[src/rtl/clause_evaluator.sv]
// Pipelined clause scan: reads one literal per cycle, classifies it against the assignment,
// and strobes the unit/conflict result. Optional early termination on a true literal: EARLY_SAT_EN.
module clause_evaluator #(
    parameter int size       = 8,
    parameter int var_num    = 8,
    parameter int clause_num = 8,
    parameter int MAX_LITS   = 8,
    localparam int VW = $clog2(var_num),
    localparam int CW = $clog2(clause_num)
) (
    input  logic            clock,
    input  logic            reset_n,
    input  logic            start,
    input  logic [CW-1:0]   clause_id,
    input  logic [size-1:0] lit_count,
    output logic            lit_rd_en,
    output logic [CW-1:0]   lit_clause,
    output logic [size-1:0] lit_idx,
    input  logic [VW:0]     lit_data,
    input  logic [var_num-1:0] assign_val,
    input  logic [var_num-1:0] assign_def,
    output logic            busy,
    output logic            en_part_sat,
    output logic [size-1:0] counter,
    output logic [size-1:0] clause_size,
    output logic            part_sat,
    output logic            conflict,
    output logic [VW-1:0]   unit_var,
    output logic            unit_sign
);

    typedef enum logic [1:0] {IDLE, READ, DRAIN, DONE} state_t;

    state_t          state_q, state_nxt;
    logic [CW-1:0]   clause_q;
    logic [size-1:0] n_q, idx_q, counter_q, unas_q, clause_size_q;
    logic            data_vld_q, sat_q, part_sat_q, conflict_q, unit_sign_q;
    logic [VW-1:0]   unit_var_q;

    logic            accept;
    logic [size-1:0] n_start, n_nxt;
    logic [VW-1:0]   lit_var;
    logic            lit_sign, var_ok, lit_def;
    logic            lit_true, lit_false, lit_unas;
    logic            sat_nxt, unas_nz_nxt;

    // Out-of-range variable indices are only possible when var_num is not a power of two.
    generate
        if (var_num < (1 << VW)) begin : g_range
            assign var_ok = (int'(lit_var) < var_num);
        end else begin : g_full
            assign var_ok = 1'b1;
        end
    endgenerate

    always_comb begin
        lit_var   = lit_data[VW-1:0];
        lit_sign  = lit_data[VW];
        lit_def   = var_ok && assign_def[lit_var];
        lit_true  = data_vld_q && lit_def && (assign_val[lit_var] != lit_sign);
        lit_false = data_vld_q && lit_def && (assign_val[lit_var] == lit_sign);
        lit_unas  = data_vld_q && !lit_def;
    end

    always_comb begin
        accept      = start && (state_q == IDLE || state_q == DONE);
        n_start     = (lit_count > size'(MAX_LITS)) ? size'(MAX_LITS) : lit_count;
        n_nxt       = accept ? n_start : n_q;
        sat_nxt     = accept ? 1'b0 : (sat_q || lit_true);
        unas_nz_nxt = accept ? 1'b0 : ((unas_q != '0) || lit_unas);
    end

    always_ff @(posedge clock or negedge reset_n) begin
        if (!reset_n) state_q <= IDLE;
        else          state_q <= state_nxt;
    end

    always_comb begin
        state_nxt = state_q;
        case (state_q)
            IDLE, DONE: begin
                if (accept)             state_nxt = (n_start == '0) ? DONE : READ;
                else                    state_nxt = IDLE;
            end
            READ: begin
                if (idx_q == n_q - size'(1)) state_nxt = DRAIN;
`ifdef EARLY_SAT_EN
                if (lit_true)           state_nxt = DONE;
`endif
            end
            DRAIN:                      state_nxt = DONE;
            default:                    state_nxt = IDLE;
        endcase
    end

    always_comb begin
        lit_rd_en   = (state_q == READ);
        busy        = (state_q == READ) || (state_q == DRAIN);
        en_part_sat = (state_q == DONE);
    end

    // A read still in flight when the scan ends must not be scored into the next scan.
    always_ff @(posedge clock or negedge reset_n) begin
        if (!reset_n) begin
            clause_q      <= '0;
            n_q           <= '0;
            idx_q         <= '0;
            data_vld_q    <= 1'b0;
            counter_q     <= '0;
            sat_q         <= 1'b0;
            unas_q        <= '0;
            unit_var_q    <= '0;
            unit_sign_q   <= 1'b0;
            clause_size_q <= '0;
            part_sat_q    <= 1'b0;
            conflict_q    <= 1'b0;
        end else begin
            data_vld_q <= lit_rd_en && (state_nxt == READ || state_nxt == DRAIN);
            if (accept) begin
                clause_q    <= clause_id;
                n_q         <= n_start;
                idx_q       <= '0;
                counter_q   <= '0;
                sat_q       <= 1'b0;
                unas_q      <= '0;
                unit_var_q  <= '0;
                unit_sign_q <= 1'b0;
            end else begin
                if (lit_rd_en) idx_q <= idx_q + size'(1);
                if (lit_false) counter_q <= counter_q + size'(1);
                if (lit_true)  sat_q <= 1'b1;
                if (lit_unas) begin
                    if (unas_q != '1) unas_q <= unas_q + size'(1);
                    unit_var_q  <= lit_var;
                    unit_sign_q <= lit_sign;
                end
            end
            if (state_nxt == DONE) begin
                part_sat_q    <= !sat_nxt && unas_nz_nxt;
                conflict_q    <= !sat_nxt && !unas_nz_nxt;
                clause_size_q <= (n_nxt == '0) ? '0 : n_nxt - size'(1);
            end
        end
    end

    always_comb begin
        lit_clause  = clause_q;
        lit_idx     = idx_q;
        counter     = counter_q;
        clause_size = clause_size_q;
        part_sat    = part_sat_q;
        conflict    = conflict_q;
        unit_var    = unit_var_q;
        unit_sign   = unit_sign_q;
    end

endmodule

[config.mk]
export PLATFORM = sky130hd
export DESIGN_NAME = clause_evaluator
export DESIGN_NICKNAME = d
export VERILOG_FILES = /design/src/rtl/clause_evaluator.sv
export SDC_FILE = /design/constraint.sdc
export NUM_CORES = 1
export LEC_CHECK = 0
export CAP_MARGIN = 40
export CORE_UTILIZATION = 50
export DETAILED_ROUTE_END_ITERATION = 8
export PLACE_DENSITY = 0.91
export SLEW_MARGIN = 20
export SYNTH_ARGS = -nofsm -noshare
export SYNTH_HDL_FRONTEND = slang
export SYNTH_SLANG_ARGS = --single-unit
[constraint.sdc]
create_clock -name clock -period 3.5 [get_ports clock]
set_clock_uncertainty 0.1 [all_clocks]
set_input_delay 0.7 -clock clock [delete_from_list [all_inputs] [get_ports clock]]
set_output_delay 0.7 -clock clock [all_outputs]
set_load 0.1 [all_outputs]
---- After elaboration in Yosys (flattened, before gate mapping) ----
Cells that the tools add are included.
word-level totals
  flip-flop bits (word level) ............. 53
  input port bits ......................... 34
  output and inout bits ................... 36
  logic and storage cells ................. 83
operators by class
  add/sub/neg operators ................... 5
  magnitude comparators ................... 2
  equal/unequal tests ..................... 10
  multiplexer cells ....................... 26
  reduce and logical (&&, ||, !) cells .... 27
operators by type and width
  cell                   number
  $mux W8                10
  $add A8 B1 Y8 const B  3
  $logic_not A8 Y1       2
  $sub A8 B1 Y8 const B  2
  $reduce_bool A2 Y1     5
  $eq A2 B2 Y1 const B   4
  $eq A8 B8 Y1           1
  $gt A8 B4 Y1 const B   1
  $logic_and A1 B1 Y1    8
  $mux W1                8
  $ne A8 B8 Y1 const B   1
  $reduce_bool A8 Y1     1
  $bmux W1 S3            2
  $mux W2                3
  $mux W3                2
  $pmux W2 S3            1
  $logic_or A1 B1 Y1     5
  $eq A2 B1 Y1 const B   2
  $lt A3 B4 Y1 const B   1
  $logic_not A1 Y1       3
  $logic_not A2 Y1       1
  $reduce_and A2 Y1      1
  $reduce_or A2 Y1       1
  $eq A1 B1 Y1           1
  $ne A1 B1 Y1           1

---- Logic depth before layout (Yosys ltp) ----
  depth after elaboration ................. 9
  depth in mapped cells ................... 12
  depth with buffers taken out ............ 11

---- Least setup slack after synthesis ----
OpenSTA, ideal clock, no wires.
  path type ............................... in2reg
  from .................................... input port lit_data[0]
  to ...................................... register unas_q[5]
  setup time .............................. 0.132 ns
  arrival ................................. 2.651 ns
  data required time ...................... 3.268 ns
  slack ................................... 0.617 ns
  cell stages on the path ................. 8
  buffers on the path ..................... 1
  cell sequence ........................... clkbuf_1 mux4_2 mux2i_2 nand3_1 a211oi_1 nand4_1 xor2_1 nor2_1
on the way
  cells in the longest elaborated chain, start to end .. 6
RTL lines
  element                              line  text
  start: declaration                   19    input logic [VW:0] lit_data,
  $bmux W1 S3                          59    lit_def = var_ok && assign_def[lit_var];
  $mux W1 (implied by the code)        59
  $logic_not A1 Y1                     62    lit_unas = data_vld_q && !lit_def;
  $logic_and A1 B1 Y1                  62
  $reduce_bool A2 Y1 (no source line)  n/a
  $reduce_and A2 Y1 (no source line)   n/a
  end signal: assignment               133   if (unas_q != '1) unas_q <= unas_q + size'(1);
  end: declaration                     36    logic [size-1:0] n_q, idx_q, counter_q, unas_q, clause_size_q;
Every way passes these cells. The select of a mux whose other input is x is not followed.
A chain may end at the register's enable or synchronous reset.

---- Worst setup path in the final report ----
  from .................................... input port lit_count[5]
  to ...................................... register clause_size_q[4] (netlist: clause_size[4])
on the way
  elaborated cells between the ends (all ways) .. 11
  classes of those cells .................. add/sub (1); order compare (1); eq/ne (1); mux (6); reduce/logical (2)
RTL lines
  element                                            line  text
  start: declaration                                 15    input logic [size-1:0] lit_count,
  $gt A8 B4 Y1 (*)                                   67    n_start = (lit_count > size'(MAX_LITS)) ? size'(MAX_LITS) : lit_count;
  $mux W8 (*)                                        67
  $mux W8 (*)                                        n/a
  net n_nxt[0]                                       41    logic [size-1:0] n_start, n_nxt;
  $sub A8 B1 Y8 or $logic_not A8 Y1 (tied branches)  141   clause_size_q <= (n_nxt == '0) ? '0 : n_nxt - size'(1);
  $mux W8 (*)                                        141
  end signal: assignment                             141
  end: declaration                                   36
Mark *: on every way through the listed nets, which the timed path passes. The rest lies on a longest branch.

==> run summary <==
Die H: 78.5 um
post-route setup slack: 469 ps
Initial Utilization: 52.5%
placed cells: 434
Max VDD drop: 432 uV
vias: 2436
fmax: 330 MHz
met3 routed WL: 351 um
CTS root buf: clkbuf_8
DRC Markers: 0
initial drt markers: 87
Reg2Reg Setup Slack: 660 ps
Place WS: 111 ps
initial antenna violation count: 0
Post-DP HPWL: 4970 um
reg2reg start: n_q[0]$_DFF_PN0_
Flop pwr share: 37.2%
vias in the first global route: 2420
Critical R2R Capture: clause_size[6]$_DFFE_PN0N_
I/O Pins: 70
synth unique cells: 43
CTS Buf Count: 5
Worst Setup EP: clause_size[4]$_DFFE_PN0N_
Routed Antenna Nets: 0
Int Pwr: 1140 uW
first-pass GRT wire length: 10900 um
CTS Sinks: 53
hold crit path type: primary input to async pin
Post-CTS Setup Bufs: 0
power per cell area: 508 nW/um^2
RSZ-0062 raised after global routing: no
commonest non-fill, non-tap cells in the layout: dfrtp_1 (53), clkdlybuf4s50_1 (38), buf_4 (37)
max-slew violations: 0
P&R area growth vs syn: 31.8%
YS warnings: 0
final worst path period need: 3030 ps
Fillers: 408
Die Wd: 78.5 um
pin count of the biggest net entering global routing: 40
fin cells: 443
status: completed
Worst Setup Path Type: primary input to register
Post-synth EDFFs: 0
Comb pwr share: 40.8%
DRT Wirelength: 6560 um
clk_lat worst skew: 320 ps
# rows: 27
Clock transition at path regs: 100 ps
DIE AREA: 6160 um^2
CP startpoint: lit_count[5]
NetSw: 816 uW
IO buf count: 69
CP Cell Sequence: clkdlybuf4s50_1 > or4_1 > nor2_1 > nand3_1 > o21ai_0 > inv_1 > ha_1 > o21ai_0 > xnor2_1 > nor2_1 > mux2_4
Overflow after GRT: 0
Worst path max stage delay: 540 ps
R2R cell count: 10
post-synth top area cell: dfrtp_1
Sum Neg Setup Slack: 0 ps
CTS Buffer Depth: 2
GPL Wtd Cong: 0.816
WP data required: 3610 ps
Setup-failing EPs final: 0
Startpoint Class: primary input
htree depth: 2
Leak: 0.00182 uW
CP max-delay cell: or4_1
CTS tree: done
post-CTS sizing: 0
core area: 5570 um^2
Post-synth top flop: dfrtp_1
Fin. Hold Viols: 0
leading post-synthesis cells by cell area: dfrtp_1 (45%), xor2_1 (5.7%), mux2_4 (5.1%)
vias per inst: 5.50
ANT cells: 0
Arr. time, crit path: 3140 ps
cells after synthesis: 292
1st-pass router iterations: 4
Max Used Layer: met4
#FFs+latches synth: 53
# nets final: 414
Async SR Flop Fraction: 100%
Tot Pwr: 1960 uW
commonest non-fill, non-tap cell in the layout: dfrtp_1
Sw Share: 41.6%
Synth top area share: 45.3%
hold buffers post-CTS: 0
layout cells sized above 1: 18.9%
Synthesized Nets: 336
register area share after synthesis: 45.3%
Final Hold Slack: 211 ps
synthesized area per cell: 10.0 um^2
Critical Path End Type: register
Post-Syn Area: 2930 um^2
gr usage total: 22.8%
Metal-1 WL: 2640 um
Clock power frac: 22.0%
met2 WL: 3450 um
relative slew slack: 61.8%
CP max FO: 5
max_cap viols: 0
Final Cycle Share: 86.6%
WL per Instance: 14.8 um
Slew @ Worst Pin: 572 ps
-- logic make-up (layout without fill, tap and decap cells) --
| logic type | Yosys count | in the layout | synth area share [%] |
|---|---|---|---|
| AOI/OAI and AO/OA | 39 | 39 | 8.59 |
| adders and majority gates | 10 | 10 | 4.28 |
| and+or+nand+nor | 113 | 113 | 18.2 |
| buffers and inverters | 25 | 104 | 3.55 |
| DFF | 53 | 53 | 45.3 |
| muxes | 22 | 22 | 11.1 |
| xor gates and xnor gates | 30 | 30 | 8.98 |
-- routing by layer --
| layer | vias to the layer above | GRT usage, % |
|---|---|---|
| met5 | - | 0 |
| met4 | 0 | 7.96 |
| met3 | 11 | 4.30 |
| met2 | 84 | 41.0 |
| met1 | 1180 | 26.9 |
| li1 | 1161 | - |
-- power groups by stage --
stage,clock network (uW),registers (uW),logic (uW)
2_1_floorplan,0,1040,268
3_3_place_gp,0,739,751
3_5_place_dp,0,741,798
4_1_cts,435,729,800
5_1_grt,461,738,847
6_report,431,728,799
-- sequential cells by signal, indices dropped and copies added, names as in the netlist --
signal and count:
data_vld_q 1, n_q 8, state_q 2, unit_sign 1, counter 8, part_sat 1
conflict 1, unit_var 3, sat_q 1, clause_size 8, unas_q 8, lit_clause 3
lit_idx 8
-- cell usage after synthesis (2+ instances only) --
library cell,instances
nand4_1,9
xnor2_1,11
mux2_4,10
and3_1,4
and2_1,5
mux4_2,4
nor3_1,5
mux2i_1,7
o21ba_2,2
a211oi_1,2
o21ai_0,9
nand2_1,29
clkbuf_1,8
buf_2,2
nor2b_1,2
inv_1,13
or3_1,3
o211ai_1,2
nor2_1,36
dfrtp_1,53
ha_1,10
or4_1,2
nand3_1,12
a21oi_1,13
xor2_1,19
o21a_1,3
-- layout make-up --
class	count	area [um^2]	area share [%]
clock buffer	5	68.8	1.78
clock inverter	3	46.3	1.20
inverter	13	48.8	1.27
multi-input combinational	214	1500	38.8
sequential	53	1330	34.4
tap	72	90.1	2.34
timing repair buffer	83	781	20.2
-- worst min path at each step --
stage	startpoint	endpoint	slack [ps]	cells past startpoint
floorplan	reset_n	clause_size[0]$_DFFE_PN0N_	300	0
global placement	lit_clause[2]$_DFFE_PN0P_	lit_clause[2]$_DFFE_PN0P_	370	2
detailed placement	lit_clause[2]$_DFFE_PN0P_	lit_clause[2]$_DFFE_PN0P_	380	2
CTS	lit_clause[2]$_DFFE_PN0P_	lit_clause[2]$_DFFE_PN0P_	410	2
global route	reset_n	counter[4]$_DFFE_PN0P_	240	1
finish	reset_n	counter[4]$_DFFE_PN0P_	210	1
-- through the flow --
stage | utilization [%] | cell area [um^2]
after CTS | 68.7 | 3830
after global placement | 65.0 | 3620
after global routing | 69.2 | 3860
after detailed placement | 66.6 | 3710
final | 69.2 | 3860
after floorplan | - | 2930
-- worst max-delay path: cells and delay by family --
kind,cells,cell delay [ps]
simple gates,4,960
buf+inv,2,510
compound gates,2,300
mux,1,260
fa+ha+maj,1,240
xor+xnor,1,170
Power figures use the tool's default switching activity.
